## src/rtl/mem_access_ctrl_pkg.sv

```systemverilog
// Shared EXE->MEM types, memory-op encodings and decode helpers.
package mem_access_ctrl_pkg;

  localparam int unsigned DATA_WIDTH = 32;
  localparam int unsigned BE_WIDTH   = DATA_WIDTH / 8;
  localparam int unsigned LANE_W     = $clog2(BE_WIDTH);

  typedef enum logic [3:0] {
    MEM_NONE = 4'd0,
    MEM_LB   = 4'd1,
    MEM_LH   = 4'd2,
    MEM_LW   = 4'd3,
    MEM_LBU  = 4'd4,
    MEM_LHU  = 4'd5,
    MEM_SB   = 4'd6,
    MEM_SH   = 4'd7,
    MEM_SW   = 4'd8
  } mem_ctrl_e;

  typedef struct packed {
    mem_ctrl_e             mem_ctrl;
    logic [4:0]            rd;
    logic [DATA_WIDTH-1:0] exe_out;
    logic [DATA_WIDTH-1:0] op3;
  } exe2mem_t;

  function automatic logic mem_is_load(input mem_ctrl_e c);
    return (c == MEM_LB) || (c == MEM_LH) || (c == MEM_LW) ||
           (c == MEM_LBU) || (c == MEM_LHU);
  endfunction

  function automatic logic mem_is_store(input mem_ctrl_e c);
    return (c == MEM_SB) || (c == MEM_SH) || (c == MEM_SW);
  endfunction

  // log2 of the access size in bytes
  function automatic logic [1:0] mem_size(input mem_ctrl_e c);
    case (c)
      MEM_LH, MEM_LHU, MEM_SH: return 2'd1;
      MEM_LW, MEM_SW:          return 2'd2;
      default:                 return 2'd0;
    endcase
  endfunction

  function automatic logic mem_misaligned(input mem_ctrl_e c, input logic [LANE_W-1:0] lane);
    case (mem_size(c))
      2'd1:    return lane[0];
      2'd2:    return lane != '0;
      default: return 1'b0;
    endcase
  endfunction

  function automatic logic [BE_WIDTH-1:0] mem_be(input mem_ctrl_e c, input logic [LANE_W-1:0] lane);
    logic [BE_WIDTH-1:0] m;
    case (mem_size(c))
      2'd1:    m = BE_WIDTH'(2'b11);
      2'd2:    m = '1;
      default: m = BE_WIDTH'(1'b1);
    endcase
    return m << lane;
  endfunction

endpackage

```

## src/rtl/mem_access_ctrl_load_align.sv

```systemverilog
// Extracts the addressed lane from load data and sign/zero-extends it.
module load_align
  import mem_access_ctrl_pkg::*;
(
  input  logic [DATA_WIDTH-1:0] rdata_i,
  input  logic [LANE_W-1:0]     lane_i,
  input  mem_ctrl_e             mem_ctrl_i,
  output logic [DATA_WIDTH-1:0] data_o
);

  logic [DATA_WIDTH-1:0] shifted;

  always_comb begin
    shifted = rdata_i >> {lane_i, 3'b000};
    case (mem_ctrl_i)
      MEM_LB:  data_o = {{(DATA_WIDTH-8){shifted[7]}}, shifted[7:0]};
      MEM_LBU: data_o = {{(DATA_WIDTH-8){1'b0}}, shifted[7:0]};
      MEM_LH:  data_o = {{(DATA_WIDTH-16){shifted[15]}}, shifted[15:0]};
      MEM_LHU: data_o = {{(DATA_WIDTH-16){1'b0}}, shifted[15:0]};
      default: data_o = shifted;
    endcase
  end

endmodule

```

## src/rtl/mem_access_ctrl.sv

```systemverilog
// MEM stage: issues one data-memory access per EXE payload and hands the
// result to writeback; handles misalignment, timeout and flush.
module mem_access_ctrl
  import mem_access_ctrl_pkg::*;
#(
  parameter int unsigned DMEM_TIMEOUT = 0
) (
  input  logic                  clk,
  input  logic                  rstn,
  input  logic                  exe_valid_i,
  output logic                  exe_ready_o,
  input  exe2mem_t              exe2mem_i,
  input  logic                  flush_i,
  output logic                  dmem_req_o,
  output logic                  dmem_we_o,
  output logic [DATA_WIDTH-1:0] dmem_addr_o,
  output logic [DATA_WIDTH-1:0] dmem_wdata_o,
  output logic [BE_WIDTH-1:0]   dmem_be_o,
  input  logic                  dmem_gnt_i,
  input  logic                  dmem_rvalid_i,
  input  logic [DATA_WIDTH-1:0] dmem_rdata_i,
  output logic                  wb_valid_o,
  input  logic                  wb_ready_i,
  output exe2mem_t              wb_payload_o,
  output logic [DATA_WIDTH-1:0] wb_data_o,
  output logic                  wb_err_o
);

  typedef enum logic [2:0] {IDLE, REQ, WAIT, DRAIN, HOLD} state_e;

  state_e                state_q, state_d;
  exe2mem_t              payload_q, payload_d;
  logic [DATA_WIDTH-1:0] data_q, data_d;
  logic                  err_q, err_d;
  logic [31:0]           tmo_q, tmo_d;

  logic                  accept;
  logic                  timeout_hit;
  logic [LANE_W-1:0]     lane;
  logic [DATA_WIDTH-1:0] ld_data;

  assign lane        = payload_q.exe_out[LANE_W-1:0];
  assign exe_ready_o = !flush_i && ((state_q == IDLE) || ((state_q == HOLD) && wb_ready_i));
  assign accept      = exe_valid_i && exe_ready_o;
  assign timeout_hit = (DMEM_TIMEOUT != 0) && ((tmo_q + 32'd1) == DMEM_TIMEOUT);

  load_align u_load_align (
    .rdata_i    (dmem_rdata_i),
    .lane_i     (lane),
    .mem_ctrl_i (payload_q.mem_ctrl),
    .data_o     (ld_data)
  );

  always_comb begin
    state_d   = state_q;
    payload_d = payload_q;
    data_d    = data_q;
    err_d     = err_q;
    tmo_d     = tmo_q;

    case (state_q)
      REQ: begin
        if (flush_i)         state_d = dmem_gnt_i ? DRAIN : IDLE;
        else if (dmem_gnt_i) begin
          state_d = WAIT;
          tmo_d   = '0;
        end
      end
      WAIT: begin
        // A response coinciding with a flush is consumed here, so DRAIN never waits for it.
        if (dmem_rvalid_i) begin
          state_d = flush_i ? IDLE : HOLD;
          err_d   = 1'b0;
          data_d  = mem_is_load(payload_q.mem_ctrl) ? ld_data : payload_q.exe_out;
        end else if (flush_i) begin
          state_d = DRAIN;
        end else if (timeout_hit) begin
          state_d = HOLD;
          err_d   = 1'b1;
          data_d  = '0;
        end else begin
          tmo_d = tmo_q + 32'd1;
        end
      end
      DRAIN: if (dmem_rvalid_i) state_d = IDLE;
      HOLD:  if (flush_i || wb_ready_i) state_d = IDLE;
      default: ;
    endcase

    // Accept overrides the IDLE/HOLD exit so non-memory ops stream at one per cycle.
    if (accept) begin
      payload_d = exe2mem_i;
      err_d     = 1'b0;
      data_d    = exe2mem_i.exe_out;
      if (!mem_is_load(exe2mem_i.mem_ctrl) && !mem_is_store(exe2mem_i.mem_ctrl)) begin
        state_d = HOLD;
      end else if (mem_misaligned(exe2mem_i.mem_ctrl, exe2mem_i.exe_out[LANE_W-1:0])) begin
        state_d = HOLD;
        err_d   = 1'b1;
        data_d  = '0;
      end else begin
        state_d = REQ;
      end
    end
  end

  always_ff @(posedge clk or negedge rstn) begin
    if (!rstn) begin
      state_q   <= IDLE;
      payload_q <= '0;
      data_q    <= '0;
      err_q     <= 1'b0;
      tmo_q     <= '0;
    end else begin
      state_q   <= state_d;
      payload_q <= payload_d;
      data_q    <= data_d;
      err_q     <= err_d;
      tmo_q     <= tmo_d;
    end
  end

  assign dmem_req_o   = (state_q == REQ);
  assign dmem_we_o    = dmem_req_o && mem_is_store(payload_q.mem_ctrl);
  assign dmem_addr_o  = dmem_req_o ? {payload_q.exe_out[DATA_WIDTH-1:LANE_W], {LANE_W{1'b0}}} : '0;
  assign dmem_wdata_o = dmem_req_o ? (payload_q.op3 << {lane, 3'b000}) : '0;
  assign dmem_be_o    = dmem_req_o ? mem_be(payload_q.mem_ctrl, lane) : '0;

  assign wb_valid_o   = (state_q == HOLD);
  assign wb_payload_o = payload_q;
  assign wb_data_o    = data_q;
  assign wb_err_o     = err_q && wb_valid_o;

endmodule

```

## config.mk

```make
export PLATFORM = sky130hd
export DESIGN_NAME = mem_access_ctrl
export DESIGN_NICKNAME = d
export VERILOG_FILES = /design/src/rtl/mem_access_ctrl_pkg.sv /design/src/rtl/mem_access_ctrl_load_align.sv /design/src/rtl/mem_access_ctrl.sv
export SDC_FILE = /design/constraint.sdc
export NUM_CORES = 1
export LEC_CHECK = 0
export ABC_AREA = 1
export BUFFER_PORTS_ARGS = -buffer_cell sky130_fd_sc_hd__buf_2
export CORE_ASPECT_RATIO = 1.4
export CORE_MARGIN = 4
export CORE_UTILIZATION = 50
export CTS_BUF_LIST = sky130_fd_sc_hd__clkbuf_2 sky130_fd_sc_hd__clkbuf_4 sky130_fd_sc_hd__clkbuf_8
export CTS_CLUSTER_SIZE = 14
export DETAILED_ROUTE_END_ITERATION = 16
export PLACE_DENSITY = 0.83
export SYNTH_ARGS = -nofsm -noshare
export SYNTH_HDL_FRONTEND = slang
export SYNTH_SLANG_ARGS = --single-unit
```

## constraint.sdc

```tcl
create_clock -name clk -period 2.15 [get_ports clk]
set_input_delay 0.43 -clock clk [delete_from_list [all_inputs] [get_ports clk]]
set_output_delay 0.43 -clock clk [all_outputs]
set_load 0.02 [all_outputs]
```

# ---- After elaboration in Yosys (flattened, before gate mapping)
# Cells that the tools add are included.
dict set report word_totals {
  mem_bits_ro 0
  ram_bits 0
  mem_count 0
  wordCells 107
  ff_bits 109
  out_inout_bits 178
  latchBits 0
}
dict set report op_classes {
  div 0
  n_mux 35
  n_shift 3
  mul 0
  n_bitwise 0
  eq_ne 28
  add_sub_neg 0
  n_reduce_logical 34
  order_cmp 0
}
# operator count
set op_table {}
lappend op_table {{$mux 32} 8}
lappend op_table {{$pmux 32 s4} 1}
lappend op_table {{$eq 4x3->1 const B} 8}
lappend op_table {{$shl 32x5->32} 1}
lappend op_table {{$shr 32x5->32} 1}
lappend op_table {{$mux 3} 10}
lappend op_table {{$eq 4x2->1 const B} 4}
lappend op_table {{$logic_or 1x1->1} 14}
lappend op_table {{$pmux 3 s4} 1}
lappend op_table {{$eq 4x1->1 const B} 2}
lappend op_table {{$eq 4x4->1 const B} 2}
lappend op_table {{$pmux 2 s2} 2}
lappend op_table {{$pmux 4 s2} 1}
lappend op_table {{$mux 1} 7}
lappend op_table {{$eq 3x2->1 const B} 2}
lappend op_table {{$logic_and 1x1->1} 6}
lappend op_table {{$mux 2} 3}
lappend op_table {{$reduce_bool 2->1} 3}
lappend op_table {{$reduce_or 3->1} 2}
lappend op_table {{$reduce_and 5->1} 1}
lappend op_table {{$reduce_bool 5->1} 1}
lappend op_table {{$eq 2x1->1 const B} 2}
lappend op_table {{$eq 2x2->1 const B} 2}
lappend op_table {{$mux 4} 1}
lappend op_table {{12 further kinds} 15}

# ---- Depth between registers and ports, before layout
# Gate-level depths: netlist of run 1.
dict set report depth {
  depth_word 16
  mapped_depth 14
  depth_no_buf 13
}

# ---- Hierarchy
# From an unflattened synthesis of run 1, not the netlist that was laid out.
dict set report unflattened {
  hier_cells 1110
  area_unflattened_um2 7124.3
}
# module seq_area_each_um2 area_each_um2 cells_each instances
set by_module_without_submodules {}
lappend by_module_without_submodules {mem_access_ctrl 2727.6 6304.8 927 1}
lappend by_module_without_submodules {load_align 0.0 819.5 183 1}

# ---- Worst setup path before layout of run 1
# Ideal clock, no wire load.
dict set report synth_timing {
  path_kind {register to output}
  start {register payload_q, in the netlist wb_payload_o[32]}
  end {output port dmem_wdata_o[30]}
  required_time_ps 1720
  stages_incl_launch_ff 9
  setup_slack_ps -25
  t_arrival_ps 1745
  cell_sequence {dfrtp_1 -> buf_2 -> inv_2 -> buf_2 -> buf_2 -> nand2_1 -> nand2_1 -> nor2_1 -> a211oi_1}
}
dict set report synth_via {
  elab_chain_cells 2
}
# element line_no
set synth_lines {}
lappend synth_lines {{from (decl)} mem_access_ctrl.sv:32} ;# exe2mem_t payload_q, payload_d;
lappend synth_lines {{from (signal assigned)} mem_access_ctrl.sv:116} ;# payload_q <= payload_d;
lappend synth_lines {{$shl 32x5->32} mem_access_ctrl.sv:126} ;# assign dmem_wdata_o = dmem_req_o ? (payload_q.op3 << {lane, 3'b000}) : '0;
lappend synth_lines {{$mux 32} mem_access_ctrl.sv:126}
lappend synth_lines {{to (decl)} mem_access_ctrl.sv:17} ;# output logic [DATA_WIDTH-1:0] dmem_wdata_o,
# No other way between the ends.

# ---- Final worst setup path of run 1
dict set report layout_timing {
  start {register state_q[0]}
  end {output port dmem_wdata_o[3]}
}
dict set report layout_via {
  elab_chain_cells 2
}
# element line_no
set layout_lines {}
lappend layout_lines {{from (decl)} mem_access_ctrl.sv:31} ;# state_e state_q, state_d;
lappend layout_lines {{from (signal assigned)} mem_access_ctrl.sv:115} ;# state_q <= state_d;
lappend layout_lines {{$eq 3x1->1} --}
lappend layout_lines {{$mux 32} mem_access_ctrl.sv:126}
# No other way between the ends.

==> impl_metrics.tcl, run 1 <==
set metrics [dict create \
    cts_buffers 9 \
    dp_hpwl_um 18220 \
    start_util 0.5088 \
    avgSynthCellArea_um2 7.024 \
    grt_pass1_vias 7884 \
    wl_met2_um 13990 \
    path_clk_slew_ns 0.12 \
    portBuffers 287 \
    p_leak_nw 5.267 \
    syn_area_um2 7046 \
    drv_cap 0 \
    switching_share 0.5349 \
    synthAdderAreaFrac 0.005328 \
    clock_latency_ns 0.39 \
    layout_commonest_cell "nand2_1" \
    worstSetupEndpointType "primary output" \
    crit_path_start "state_q[0]" \
    chipHeight_um 148.5 \
    finalSetupTns_ns -3.749 \
    synth_top_family_by_area "simple AND/OR/NAND/NOR gates" \
    finClkSkew_ns 0.02185 \
    syn_to_final_growth_pct 40.95 \
    p_comb_frac 0.681 \
    pwr-share-seq 0.241 \
    setup_viol_count_final 49 \
    ios 290 \
    worst_pin_slew_ns 0.5666 \
    maxSlewViolCount 0 \
    rsz0062_at_grt "true" \
    hold_viol 0 \
    pwr_density_cell_nw_per_um2 1645 \
    grt_antenna_before_repair 3 \
    grt_pass1_wl_um 39010 \
    period_share 1.083 \
    met3_length_um 2018 \
    top_layer_used "met4" \
    drt_iter0_markers 525 \
    drive_gt1_frac 0.4076 \
    clock_sinks 109 \
    relSlewSlack 0.6223 \
    die_area_um2 16080 \
    crit_fanout 8 \
    timing.hold.ws_ns 0.02171 \
    path_delay_family "simple AND/OR/NAND/NOR gates" \
    final_nets 1425 \
    root_buffer "clkbuf_8" \
    slowest_delay_ns 0.38 \
    layout.cells.most_common_list "nand2_1 (283), buf_2 (224), inv_1 (113)" \
    fin_ws_ns -0.1775 \
    synth_compound_area_frac 0.1854 \
    drt-pass1-iter-count 5 \
    core-area_um2 13850 \
    dieWidth_um 108.3 \
    final_antenna_net_count 0 \
    slowest_stage "dfrtp_1" \
    synth_seq_cells 109 \
    cp.required_ns 1.72 \
    switching_power_mw 8.740 \
    place.gp.congestion 0.9384 \
    violations "negative setup slack" \
    synth-simple-area-share 0.2896 \
    drcViolationCount 0 \
    p_int_mw 7.600 \
    avgViaCountPerCell 5.389 \
    grt_max_degree 59 \
    status "complete, but fails checks" \
    synthMuxAreaShare 0.009945 \
    ys_types 35 \
    hold_class "input port to asynchronous set/reset pin" \
    rows 51 \
    fill_cells 1081 \
    wl_per_cell_um 17.61 \
    startpoint_type "register" \
    cp.arrival_ns 1.90 \
    crit_chain "inv_2 -> nor3_4 -> inv_2 -> nor2_4 -> clkinv_4 -> nor2_4 -> inv_4 -> nor2_1 -> buf_4" \
    seq_area_frac_synth 0.3871 \
    post-route-min-period_ns 2.327 \
    crit_type "register to primary output" \
    clock_tree.buffer_depth 2 \
    place_ws_ns -0.1443 \
    p_clk_frac 0.078 \
    synth-xor-area-share 0 \
    yosys_warnings 0 \
    overflow 0 \
    vias 8100 \
    syn_inst 1003 \
    grt_usage 0.3070 \
    ir_drop_uv 825.3 \
    fmax_mhz 429.6 \
    routed_wl_um 26460 \
    crit_buf_inv 5 \
    cts_tree "built" \
    rr_startpoint "wb_payload_o[72]" \
    wirelength_met1_um 9152 \
    finalCoreUtilization 0.7172 \
    htree_levels 3 \
]
## flip-flops by register name (all words and copies together), names as in the netlist
| signal | count |
|---|---|
| wb_payload_o | 73 |
| wb_data_o | 32 |
| state_q | 3 |
| err_q | 1 |
## final cells by class
class | count | area, um^2 | share of cell area
Sequential cell | 109 | 2731 | 0.2750
Inverter | 132 | 524.3 | 0.05279
Tap cell | 185 | 231.5 | 0.02331
Multi-Input combinational cell | 701 | 3885 | 0.3912
Clock buffer | 9 | 123.9 | 0.01247
Clock inverter | 7 | 67.56 | 0.006804
Timing Repair Buffer | 357 | 2360 | 0.2376
Antenna cell | 3 | 7.507 | 0.0007560
## layer usage
layer / up-vias / GRT usage
li1: 3776 / -
met1: 3791 / 0.3308
met2: 438 / 0.5679
met3: 95 / 0.05297
met4: 0 / 0.1535
met5: - / 0
## stage by stage
stage | instances | instance area, um^2 | total power, mW
6_report | 1503 | 9931 | 16.34
5_1_grt | 1503 | 9931 | 17.43
4_1_cts | 1482 | 9216 | 14.67
3_5_place_dp | 1446 | 8711 | 12.94
3_3_place_gp | 1446 | 8711 | 12.73
2_1_floorplan | 1004 | 7074 | 10.08
## Yosys cell counts, drive strengths merged
| library cell | count | area (um^2) |
|---|---|---|
| a21oi | 59 | 475.5 |
| nor4 | 2 | 12.51 |
| nand3 | 35 | 197.7 |
| o211ai | 8 | 60.06 |
| nor3 | 1 | 16.27 |
| dfrtp | 109 | 2728 |
| ha | 3 | 37.54 |
| nand2 | 300 | 1157 |
| buf | 51 | 317.8 |
| nand4 | 17 | 106.4 |
| clkbuf | 11 | 41.29 |
| o21bai | 25 | 187.7 |
| o21a | 2 | 15.01 |
| o21ai | 84 | 420.4 |
| o22ai | 10 | 62.56 |
| a211oi | 8 | 60.06 |
| mux2i | 7 | 70.07 |
| inv | 129 | 489.2 |
| conb | 1 | 3.750 |
| a31oi | 4 | 25.02 |
| clkinv | 3 | 11.26 |
| nor2 | 134 | 550.5 |
## timing repair
item / CTS / global route
pin swaps: 7 / 13
cloned: 0 / 2
hold buffers: 0 / 0
resized for setup: 52 / 168
endpoints found under the setup margin: 35 / 69
setup buffers: 20 / 16
## worst reg2reg max path, cell delays in order, from the launching register on
cell     delay (ns)
dfrtp_1        0.40
inv_2          0.08
buf_4          0.14
buf_4          0.12
buf_4          0.12
buf_4          0.12
buf_4          0.12
buf_4          0.13
nand3_4        0.10
nand2_8        0.09
buf_4          0.16
nand2_4        0.15
nand2_1        0.08
nand4_1        0.14
nand2_1        0.09
a21oi_2        0.11
## power groups by stage
stage	clock [mW]	combinational, mW	sequential, mW
floorplan	0	5.18	4.90
global placement	0	8.85	3.88
detailed placement	0	9.05	3.89
CTS	1.28	9.52	3.86
global route	1.35	12.1	4.02
finish	1.28	11.1	3.93
## final timing paths
check,end,slack [ns],depth (start not counted)
max in group asynchronous,wb_payload_o[37],1.39,2
hold reg to reg,wb_data_o[1],0.49,2
setup reg to reg,wb_data_o[19],-0.06,15
min in group clk,wb_payload_o[13],0.24,3
hold / removal,wb_payload_o[52],0.02,1
setup / recovery,dmem_wdata_o[3],-0.18,9
## cell families (layout without fill, tap and decap cells)
family                   Yosys count  in the layout
AND/OR/NAND/NOR                  489            489
AO/OA/AOI/OAI                    200            200
buffers and inverters            194            505
flip-flops                       109            109
multiplexers                       7              7
adder cells (fa/ha/maj)            3              3
other                              1              5
No activity file was read; power rests on OpenSTA's default activity.
==> inputs of run 2 (changes only) <==
Settings changed: CORE_UTILIZATION 50 to 30, PLACE_DENSITY 0.83 to 0.54.
==> impl_metrics.tcl, run 2 (synthesized netlist as in run 1, its figures left out) <==
set metrics [dict create \
    crit_fanout 72 \
    p_leak_nw 5.090 \
    fmax_mhz 433.7 \
    overflow 0 \
    crit_path_start "wb_payload_o[32]" \
    fin_ws_ns -0.1559 \
    regToRegSetupSlack_ns 0.11 \
    r2r_cells 14 \
    dpl-instance-area_um2 8882 \
    rsz0062_at_grt "true" \
    syn_to_final_growth_pct 38.36 \
    final_antenna_net_count 0 \
    drt-pass1-iter-count 5 \
    endpoint "dmem_wdata_o[29]" \
    htree_levels 3 \
    holdBufCountCts 0 \
    crit_type "register to primary output" \
    grt_usage 0.2078 \
    reg2reg_to "wb_data_o[20]" \
    ir_drop_uv 692.5 \
    grt_pass1_wl_um 41990 \
    hold_class "input port to asynchronous set/reset pin" \
    fill_cells 2476 \
    startpoint_type "register" \
    worstSetupEndpointType "primary output" \
    avgViaCountPerCell 4.698 \
    clock_sinks 109 \
    dp_hpwl_um 20490 \
    p_comb_frac 0.661 \
    root_buffer "clkbuf_8" \
    core-area_um2 23200 \
    use_met2 0.3780 \
    cts_tree "built" \
    routed_wl_um 27670 \
    gr-usage-met1 0.2392 \
    rr_startpoint "wb_payload_o[71]" \
    setup_viol_count_final 35 \
    post-route-min-period_ns 2.306 \
    final_nets 1407 \
    drt_iter0_markers 374 \
    path_clk_slew_ns 0.12 \
    cts_buffers 9 \
    drcViolationCount 0 \
    start_util 0.3036 \
    worst_pin_slew_ns 0.6390 \
    layout.cells.most_common_list "nand2_1 (291), buf_2 (220), inv_1 (114)" \
    maxSlewViolCount 0 \
    hold_viol 0 \
    rows 66 \
    status "complete, but fails checks" \
    switching_share 0.5442 \
    place.gp.congestion 0.8446 \
    power_mw 15.24 \
    gr-max-usage-layer "met2" \
    wl_per_cell_um 17.24 \
    drive_gt1_frac 0.3770 \
    stdcell_area_um2 9748 \
    final_cells 1605 \
    grt_pass1_vias 7614 \
    placedCellCount 1568 \
    portBuffers 287 \
    pwr_density_cell_nw_per_um2 1563 \
    p_clk_frac 0.084 \
    pwr-share-seq 0.255 \
    violations "negative setup slack" \
    drv_cap 0 \
    finClkSkew_ns 0.01167 \
    cp.required_ns 1.72 \
    finalSetupTns_ns -2.965 \
    period_share 1.072 \
    layout_commonest_cell "nand2_1" \
    relSlewSlack 0.5740 \
    vias 7541 \
    p_int_mw 6.945 \
    largest_register_ffs 73 \
    clock_tree.buffer_depth 2 \
    grt_max_degree 110 \
    grt_antenna_before_repair 3 \
    finalCoreUtilization 0.4201 \
    switching_power_mw 8.291 \
    cp.arrival_ns 1.88 \
    chipHeight_um 189.3 \
    clock_latency_ns 0.40 \
    dieWidth_um 137.5 \
    ios 290 \
    die_area_um2 26040 \
    gr-usage-met3 0.03562 \
]
## run 2: worst min path at each step
stage	start	to	slack, ns	cells after the start
finish	rstn	wb_payload_o[61]	0.09	2
global route	rstn	wb_data_o[30]	0.13	2
global placement	wb_payload_o[68]	wb_payload_o[68]	0.45	2
CTS	rstn	wb_payload_o[61]	0.12	2
floorplan	rstn	err_q	0.13	0
detailed placement	wb_payload_o[66]	wb_payload_o[66]	0.46	2
## run 2: metrics by stage
step / hold WS [ns] / setup WS [ns]
after floorplan: 0.1344 / 0.02429
after global placement: 0.4532 / -0.2216
after detailed placement: 0.4574 / -0.2448
after CTS: 0.1156 / -0.1900
after global routing: 0.1338 / -0.2574
final: 0.08737 / -0.1559
## run 2: timing repair
| item | CTS | global route |
|---|---|---|
| resized for setup | 118 | 38 |
| setup buffers | 18 | 0 |
| pin swaps | 8 | 4 |
| endpoints found under the setup margin | 39 | 85 |
| gates cloned | 0 | 1 |
## run 2: cell type report
cell class / count / area (um^2) / share of cell area
repair buffers: 338 / 2170 / 0.2226
multi-input cells: 702 / 3765 / 0.3862
inverters: 132 / 510.5 / 0.05237
well taps: 306 / 382.9 / 0.03928
clock inverters: 7 / 58.81 / 0.006033
diodes: 2 / 5.005 / 0.0005134
clock buffers: 9 / 123.9 / 0.01271
flip-flops and latches: 109 / 2733 / 0.2803
## run 2: worst max-delay path: stages, from the launching register on
cell	delay [ns]
dfrtp_2	0.45
buf_12	0.22
o21ai_0	0.47
a211oi_2	0.13
buf_4	0.18
## run 2: per-layer routing
metal  up-vias  part of all wire
li1       3744                 -
met1      3495              0.38
met2       260              0.53
met3        40             0.062
met4         2             0.028
met5         -           0.00047
## run 2: power by group through the flow
stage	Combinational [mW]	Sequential (mW)	Clock, mW
after floorplan	5.18	4.90	0
after global placement	9.16	3.92	0
after detailed placement	9.24	3.92	0
after CTS	9.86	3.89	1.33
after global routing	11.1	4.02	1.40
final	10.1	3.88	1.28
==> inputs of run 3 (changes only) <==
Settings changed: PLACE_DENSITY 0.54 to unset.
==> impl_metrics.tcl, run 3 (synthesized netlist as in run 1, its figures left out) <==
set metrics [dict create \
    status "complete, but fails checks" \
    violations "negative setup slack" \
    fmax_mhz 431.6 \
    drcViolationCount 0 \
    switching_share 0.5345 \
    pwr_density_cell_nw_per_um2 1578 \
    drive_gt1_frac 0.3857 \
    drt_iter0_markers 368 \
    layout.cells.most_common_list "nand2_1 (291), buf_2 (219), inv_1 (115)" \
    fin_ws_ns -0.1670 \
    ir_drop_uv 697.4 \
    maxSlewViolCount 0 \
    cts_tree "built" \
    pwr-share-seq 0.247 \
    grt_pass1_vias 7596 \
    p_comb_frac 0.663 \
    avgViaCountPerCell 4.732 \
    die_area_um2 26040 \
    relSlewSlack 0.5660 \
    largest_register_ffs 73 \
    chipHeight_um 189.3 \
    rows 66 \
    ios 290 \
    wl_per_cell_um 17.11 \
    grt_antenna_before_repair 2 \
    htree_levels 3 \
    period_share 1.078 \
    core-area_um2 23200 \
    power_mw 15.63 \
    slowest_stage "dfrtp_1" \
    path_clk_slew_ns 0.12 \
    worst_pin_slew_ns 0.6510 \
    gr-usage-met1 0.2284 \
    p_clk_frac 0.089 \
    gr-usage-met3 0.03642 \
    drv_cap 0 \
    clock_tree.buffer_depth 2 \
    hold_class "input port to asynchronous set/reset pin" \
    stdcell_area_um2 9905 \
    final_nets 1422 \
    place.gp.congestion 0.8597 \
    crit_top_cell "nor2_4" \
    dp_hpwl_um 20140 \
    fill_cells 2404 \
    finalSetupTns_ns -3.039 \
    root_buffer "clkbuf_8" \
    start_util 0.3036 \
    layout_commonest_cell "nand2_1" \
    vias 7661 \
    grt_pass1_wl_um 41260 \
    holdBufCountCts 0 \
    post-route-min-period_ns 2.317 \
    overflow 0 \
    clock_sinks 109 \
    crit_chain "nor3_4 -> inv_2 -> nor2_4 -> inv_8 -> nor2_4 -> inv_6 -> nor2_1 -> buf_4" \
    use_met2 0.3848 \
    path_delay_family "simple AND/OR/NAND/NOR gates" \
    dpl-instance-area_um2 8892 \
    setup_viol_count_final 35 \
    grt_max_degree 110 \
    gr-max-usage-layer "met2" \
    grt_usage 0.2029 \
    startpoint_type "register" \
    hold_viol 0 \
    rsz0062_at_grt "true" \
    worstSetupEndpointType "primary output" \
    final_antenna_net_count 0 \
    crit_type "register to primary output" \
    slowest_delay_ns 0.42 \
    cp.arrival_ns 1.89 \
    crit_buf_inv 4 \
    clock_latency_ns 0.39 \
    drt-pass1-iter-count 5 \
    crit_fanout 9 \
    routed_wl_um 27700 \
    finClkSkew_ns 0.009881 \
    switching_power_mw 8.356 \
    syn_to_final_growth_pct 40.58 \
    cp.required_ns 1.72 \
    portBuffers 287 \
    p_leak_nw 5.198 \
    seq_area_um2 2733 \
    multi_input_area_um2 3752 \
    dieWidth_um 137.5 \
    cts_buffers 9 \
    p_int_mw 7.278 \
]
[run 3: cell types whose count changed in the layout (fill, tap and decap cells not counted), sizes merged]
cell      before  now
clkinv         5    6
clkbuf         9   10
bufinv         0    1
clkinvlp       3    1
diode          2    1
buf          338  353
inv          131  130
[run 3: stage by stage]
stage	utilization	worst slack [ns]	hold WS (ns)	cells
2_1_floorplan	-	0.02429	0.1344	1004
5_1_grt	0.4268	-0.2718	0.1052	1619
3_5_place_dp	0.3832	-0.2556	0.4571	1566
6_report	0.4268	-0.1670	0.09016	1619
4_1_cts	0.4152	-0.2434	0.1249	1605
3_3_place_gp	0.3832	-0.2059	0.4586	1566
[run 3: worst paths after layout]
kind,start,to,slack [ns],depth (start not counted)
worst min register to register,wb_data_o[5],wb_data_o[5],0.49,2
worst max register to register,wb_payload_o[71],wb_data_o[16],0.14,12
min in group clk,exe2mem_i[17],wb_payload_o[17],0.23,3
max in group asynchronous,rstn,wb_payload_o[32],1.52,2
worst max-delay path,state_q[2],dmem_wdata_o[7],-0.17,8
worst min-delay path,rstn,wb_payload_o[44],0.09,2
[run 3: what timing repair did]
item,4_1_cts,5_1_grt
setup buffers,23,13
gates resized for setup,119,46
pin swaps,10,7
setup endpoints to repair,45,87
cloned,0,1
[run 3: final cells by class]
cell class              instances  area share
multi-input cells             702      0.3789
clock buffers                  10     0.01390
diodes                          1   0.0002527
well taps                     306     0.03866
clock inverters                 6    0.006948
inverters                     132     0.05217
flip-flops and latches        109      0.2759
repair buffers                353      0.2333
[run 3: power groups by stage]
stage | combinational, mW | sequential [mW] | clock (mW)
after global routing | 11.4 | 3.99 | 1.52
after CTS | 10.0 | 3.86 | 1.44
after detailed placement | 9.35 | 3.89 | 0
final | 10.4 | 3.86 | 1.40
after global placement | 9.25 | 3.89 | 0
after floorplan | 5.18 | 4.90 | 0
[run 3: routing by layer]
metal	wire (um)	vias up
met5	7	-
met4	425	2
met3	1701	21
met2	14930	280
met1	10630	3589
li1	-	3769
